--- config.mk ---
export PLATFORM = sky130hd
export DESIGN_NAME = led_pio_ctrl
export DESIGN_NICKNAME = d
export VERILOG_FILES = /design/src/rtl/led_pio_ctrl.sv
export SDC_FILE = /design/constraint.sdc
export NUM_CORES = 1
export LEC_CHECK = 0
export ABC_AREA = 1
export CAP_MARGIN = 20
export CORE_MARGIN = 2
export CORE_UTILIZATION = 62
export CTS_BUF_LIST = sky130_fd_sc_hd__clkbuf_2
export DETAILED_ROUTE_END_ITERATION = 8
export GPL_TIMING_DRIVEN = 0
export PLACE_DENSITY = 0.95
export SLEW_MARGIN = 20
export SYNTH_ARGS = -nofsm -noshare
export SYNTH_HDL_FRONTEND = slang
export SYNTH_SLANG_ARGS = --single-unit
export TNS_END_PERCENT = 1
--- constraint.sdc ---
create_clock -name clk_clk -period 2.5 [get_ports clk_clk]
set_clock_uncertainty 0.15 [all_clocks]
set_input_delay 0.25 -clock clk_clk [delete_from_list [all_inputs] [get_ports clk_clk]]
set_output_delay 0.25 -clock clk_clk [all_outputs]
set_load 0.02 [all_outputs]
--- src/rtl/led_pio_ctrl.sv ---
// led_pio_ctrl: Avalon-MM LED PIO with atomic set/clear/toggle, per-bit blink and global PWM
module led_pio_ctrl #(
    parameter int WIDTH = 8,
    parameter int DIV_W = 24,
    parameter logic [WIDTH-1:0] RESET_VALUE = '0
) (
    input  logic             clk_clk,
    input  logic             reset_reset,
    input  logic [2:0]       avs_address,
    input  logic             avs_read,
    input  logic             avs_write,
    input  logic [31:0]      avs_writedata,
    input  logic [3:0]       avs_byteenable,
    output logic [31:0]      avs_readdata,
    output logic [WIDTH-1:0] leds_export
);
    localparam logic [7:0] WIDTH_B = 8'(WIDTH);
    logic [WIDTH-1:0] data_q, data_d, mask_q, mask_d, leds_q, leds_d;
    logic [DIV_W-1:0] div_q, div_d, presc_q, presc_d;
    logic [7:0]       duty_q, duty_d, pwm_cnt_q, pwm_cnt_d;
    logic             phase_q, phase_d, pwm_on, div_wr;
    logic [31:0]      rdata_q, rdata_d, be_mask, wd, rd_mux;

    // Register writes: disabled byte lanes keep their bits (or act as zero for SET/CLR/TOG)
    always_comb begin
        be_mask = {{8{avs_byteenable[3]}}, {8{avs_byteenable[2]}}, {8{avs_byteenable[1]}}, {8{avs_byteenable[0]}}};
        wd      = avs_writedata & be_mask;
        data_d  = data_q;
        mask_d  = mask_q;
        div_d   = div_q;
        duty_d  = duty_q;
        if (avs_write) begin
            case (avs_address)
                3'd0: data_d = (data_q & ~be_mask[WIDTH-1:0]) | wd[WIDTH-1:0];
                3'd1: data_d = data_q | wd[WIDTH-1:0];
                3'd2: data_d = data_q & ~wd[WIDTH-1:0];
                3'd3: data_d = data_q ^ wd[WIDTH-1:0];
                3'd4: mask_d = (mask_q & ~be_mask[WIDTH-1:0]) | wd[WIDTH-1:0];
                3'd5: div_d  = (div_q & ~be_mask[DIV_W-1:0]) | wd[DIV_W-1:0];
                3'd6: duty_d = (duty_q & ~be_mask[7:0]) | wd[7:0];
                default: ;
            endcase
        end
    end

    // Blink prescaler, PWM counter and LED output term
    always_comb begin
        div_wr    = avs_write && (avs_address == 3'd5);
        presc_d   = div_wr ? div_d : (div_q == '0) ? '0 : (presc_q == '0) ? div_q : presc_q - DIV_W'(1);
        phase_d   = div_wr ? 1'b0 : (div_q == '0) ? 1'b0 : (presc_q == '0) ? ~phase_q : phase_q;
        pwm_cnt_d = (pwm_cnt_q == 8'd254) ? 8'd0 : pwm_cnt_q + 8'd1;
        pwm_on    = pwm_cnt_q < duty_q;
        leds_d    = (data_q ^ (mask_q & {WIDTH{phase_q}})) & {WIDTH{pwm_on}};
    end

    // Read mux returns pre-write state; readdata holds when no read is issued
    always_comb begin
        case (avs_address)
            3'd0:    rd_mux = 32'(data_q);
            3'd4:    rd_mux = 32'(mask_q);
            3'd5:    rd_mux = 32'(div_q);
            3'd6:    rd_mux = 32'(duty_q);
            3'd7:    rd_mux = {WIDTH_B, 15'd0, phase_q, pwm_cnt_q};
            default: rd_mux = '0;
        endcase
        rdata_d = avs_read ? rd_mux : rdata_q;
    end

    // State registers
    always_ff @(posedge clk_clk) begin
        if (reset_reset) begin
            data_q    <= RESET_VALUE;
            mask_q    <= '0;
            div_q     <= '0;
            duty_q    <= 8'd255;
            presc_q   <= '0;
            phase_q   <= 1'b0;
            pwm_cnt_q <= '0;
            rdata_q   <= '0;
            leds_q    <= RESET_VALUE;
        end else begin
            data_q    <= data_d;
            mask_q    <= mask_d;
            div_q     <= div_d;
            duty_q    <= duty_d;
            presc_q   <= presc_d;
            phase_q   <= phase_d;
            pwm_cnt_q <= pwm_cnt_d;
            rdata_q   <= rdata_d;
            leds_q    <= leds_d;
        end
    end

    assign avs_readdata = rdata_q;
    assign leds_export  = leds_q;
endmodule

# Word level (Yosys, flattened, before mapping)
# Index checks and enable logic that the tools add are counted.
[word_totals]
reg_bits = 121
input_bits = 43
[classes]
eq_ne = 8
order_cmp = 1
bitwise_logic = 19
add_sub_neg = 2
n_reduce_logical = 10
muxes = 7
[op_table]
columns = ["op", "count"]
rows = [
  ["$pmux 28 s5", 1],
  ["$mux 24", 5],
  ["$and 24x24->24", 2],
  ["$and 8x8->8", 6],
  ["$logic_not 24->1", 2],
  ["$or 8x8->8", 4],
  ["$pmux 8 s4", 1],
  ["$not 24->24", 1],
  ["$or 24x24->24", 1],
  ["$sub 24x1->24 const B", 1],
  ["$not 8->8", 2],
  ["$xor 8x8->8", 2],
  ["$eq 3x3->1 const B", 4],
  ["$add 8x1->8 const B", 1],
  ["$eq 8x8->1 const B", 1],
  ["$lt 8x8->1", 1],
  ["$eq 3x2->1 const B", 2],
  ["$reduce_and 2->1", 3],
  ["$reduce_bool 4->1", 1],
  ["$eq 3x1->1 const B", 1],
  ["$logic_not 3->1", 1],
  ["$reduce_or 3->1", 1],
  ["$reduce_or 2->1", 1],
  ["$logic_and 1x1->1", 1],
  ["$not 1->1", 1],
]

# Logic depth before layout (Yosys ltp)
[depth]
depth_word = 6
ltp_mapped = 12
depth_no_buf = 11

# Worst setup path after synthesis
# No wires, ideal clock.
[synth_timing]
path_type = "register to register"
startpoint = "register presc_q[0]"
endpoint = "register presc_q[11]"
stages_incl_launch_ff = 13
synth_period_minus_slack_ps = 1675
required_ps = 2237
setup_slack_ps = 825
arrival_ps = 1412
cell_sequence = "dfxtp_1 -> inv_1 -> ha_1 -> inv_1 -> nor2_1 -> nand3_1 -> nor2_1 -> nand2_1 -> nor2_4 -> buf_4 -> nand3_1 -> nand3_1 -> nand2_1"
[synth_via]
elab_chain_cells = 4
[synth_lines]
columns = ["element", "line_no", "source"]
rows = [
  ["start: declaration", "19", "logic [DIV_W-1:0] div_q, div_d, presc_q, presc_d;"],
  ["start signal: assignment", "86", "presc_q <= presc_d;"],
  ["$sub 24x1->24 or $logic_not 24->1 (tied branches)", "49", "presc_d = div_wr ? div_d : (div_q == '0) ? '0 : (presc_q == '0) ? div_q : presc_q - DIV_W'(1);"],
  ["$mux 24 * (3 in a row)", "49", ""],
]
# Mark *: on every way between the ends. The rest lies on a longest branch, timed or not.
# A chain may end at the register's enable or synchronous reset.

# Final worst setup path
[layout_timing]
startpoint = "register rdata_q[20], in the netlist avs_readdata[20]"
endpoint = "output avs_readdata[20]"
[layout_lines]
columns = ["element", "line_no", "source"]
rows = [
  ["start: declaration", "22", "logic [31:0] rdata_q, rdata_d, be_mask, wd, rd_mux;"],
  ["start signal: assignment", "89", "rdata_q <= rdata_d;"],
  ["end: declaration", "14", "output logic [31:0] avs_readdata,"],
]
# No word-level cell between the ends.

==> run metrics <==
status finished, final reports clean; LEAKAGE 3.09 nW; I/O pin total 83; hold depth 3; post-synthesis area per instance about 6.9 sq um; PortBufs 64; R2R Setup Slk approximately 0.47 ns; Clock H-tree levels 4; Starting DRT DRC Count between 700 and 800; post-synth top area share between 30% and 40%; post-synthesis instance total between 800 and 900; unrepaired setup endpoints after global routing false; FF-to-FF path depth 12; Hold WS approximately 0.013 ns; Die Y approximately 100 microns; share of flip-flops with an asynchronous set or reset 0%; routed wire length between 15000 and 20000 microns; r2r endpoint presc_q[20]$_SDFF_PP0_; switching power 3.83 mW; global route overflow 0; Crit path max-delay family buffers and inverters; clock network power share between 10% and 20%; # Max-Cap Violations 0; post-synthesis register bit count ~110; nets between 1000 and 1500; sequential cell area around 0.0023 sq mm; worst path arrival time roughly 1.7 ns; Hold Startpoint avs_writedata[21]; GRT Resource Usage Total 33.6%; CTS Hold Bufs 3; clock sink count ~110; fin. max-slew vios 0; placement row count 36; largest cells by area after synthesis dfxtp_1, nand2_1, nand3_1, o21ai_0, a21oi_1; max incr delay on CP about 0.63 ns; Worst slew margin between 50% and 60%; Area growth, synth to finish 17.9%; top-count cell post-synth nand2_1; worst slew pin tran 0.602 ns; Req. time, crit path ~2.1 ns; CP Cell Sequence clkdlybuf4s50_1; Final Hold Fails 0; vias in the first global route approximately 6100; detailed placement HPWL approximately 13000 microns; Post-CTS Setup Inserts 0; peak supply drop ~1400 uV; top cells by count, synth nand2_1, dfxtp_1, nand3_1; CORE AREA 0.00968 sq mm; Stages on worst setup path 1; Multi-input gate area ~0.0033 sq mm; CTS Buffer Depth 2; antenna viol nets, final 0; Vias/cell around 5.8; vias roughly 6500; register area share after synthesis ~37%; hold path endpoint div_q[21]$_SDFF_PP0_; combinational share of power a little under three fifths; Worst setup SP type register; PD cells ~1100 mW/mm^2; crit path kind register to output port; setup_tns 0 ns; Hold WC Path Type primary input to register; Chip Width roughly 100 microns; sequential group share of total power 29.3%; reg2reg start presc_q[0]$_SDFF_PP0_; clk root buf clkbuf_2; Final Wtd Congestion between 0.9 and 1; CTS buffer count 17; Top FF cell, synth dfxtp_1; proportion of layout cells with a drive suffix above 1 9.57%; fin crit share around 85%; cell type with the largest total area after synthesis dfxtp_1; Fillers between 700 and 800; worst-skew pair later-pin latency approximately 0.72 ns; CP max stage cell clkdlybuf4s50_1; Netlist cell types 35; placed cell area ~0.007 sq mm; CP Capture Type output port; first drt pass iteration count 7; WL/cell around 16 microns; synth warn 0; internal power 3.99 mW; first-pass GRT wire length 29200 microns; Post-CTS Resized 0; largest net degree at the start of global routing 17; Max Clock Freq approximately 470 MHz; critical path peak fanout 2; clock slew seen by the registers of the worst setup and hold paths roughly 0.19 ns; final instance area 0.00724 sq mm; Buf/Inv on CP 1; Final min period between 2 and 2.5 ns; DRC 0; synthesized area roughly 0.0061 sq mm; initial antenna violation count 0; CTS tree built; final setup vio count 0; Die Footprint 0.0107 sq mm; Sw Share 49.0%; number of synthesized flops with an enable pin 0; Starting Density 63.4%
layout make-up:
class	instances	area share [%]
Timing Repair Buffer	68	9.40
Antenna cell	1	0.0346
Multi-Input combinational cell	643	45.3
Clock buffer	17	1.18
Inverter	95	4.99
Sequential cell	114	31.5
Buffer	42	3.34
Clock inverter	14	1.94
Tap cell	133	2.30
cell families after synthesis:
logic type | Yosys count | share of synthesized area, %
other cells | 1 | 0.0611
simple gates | 425 | 31.4
flops | 114 | 37.2
xor+xnor | 8 | 1.14
compound gates | 185 | 16.8
buf+inv | 137 | 9.82
fa+ha+maj | 18 | 3.67
stage by stage:
step	worst slack [ns]	cells	util (%)	power [mW]
finish	0.379	1127	74.8	7.82
global route	0.209	1126	74.7	8.47
CTS	0.337	1125	74.6	7.71
detailed placement	0.227	1091	72.0	6.51
global placement	0.250	1091	72.0	6.41
floorplan	0.825	894	-	5.57
power by group through the flow:
stage	clock network, mW	registers (mW)	logic [mW]
floorplan	0	2.29	3.28
global placement	0	2.31	4.10
detailed placement	0	2.32	4.19
CTS	1.20	2.28	4.23
global route	1.27	2.33	4.87
finish	1.20	2.29	4.32
placed cells by master (no fill, tap or decap), types with 19 or more instances in the layout:
master,count
nand2_1,175
dfxtp_1,114
clkbuf_1,19
a21oi_1,68
nor2_1,80
clkdlybuf4s50_1,64
nand3_1,108
inv_1,89
o21ai_0,70
a211oi_1,22
layer usage:
layer,global-route usage [%],vias to the layer above,part of all wire [%]
met3,9.69,51,11
li1,-,3147,-
met4,14.3,0,2.7
met2,51.4,396,44
met5,0,-,0
met1,44.4,2921,42
worst max path at each step:
stage,startpoint,to,slack (ns)
finish,avs_readdata[20]$_SDFFE_PP0P_,avs_readdata[20],0.38
global route,presc_q[0]$_SDFF_PP0_,presc_q[20]$_SDFF_PP0_,0.21
CTS,avs_readdata[20]$_SDFFE_PP0P_,avs_readdata[20],0.34
detailed placement,avs_address[2],presc_q[20]$_SDFF_PP0_,0.23
global placement,avs_address[2],presc_q[21]$_SDFF_PP0_,0.25
floorplan,presc_q[0]$_SDFF_PP0_,presc_q[11]$_SDFF_PP0_,0.82
No activity file was read; power rests on OpenSTA's default activity.
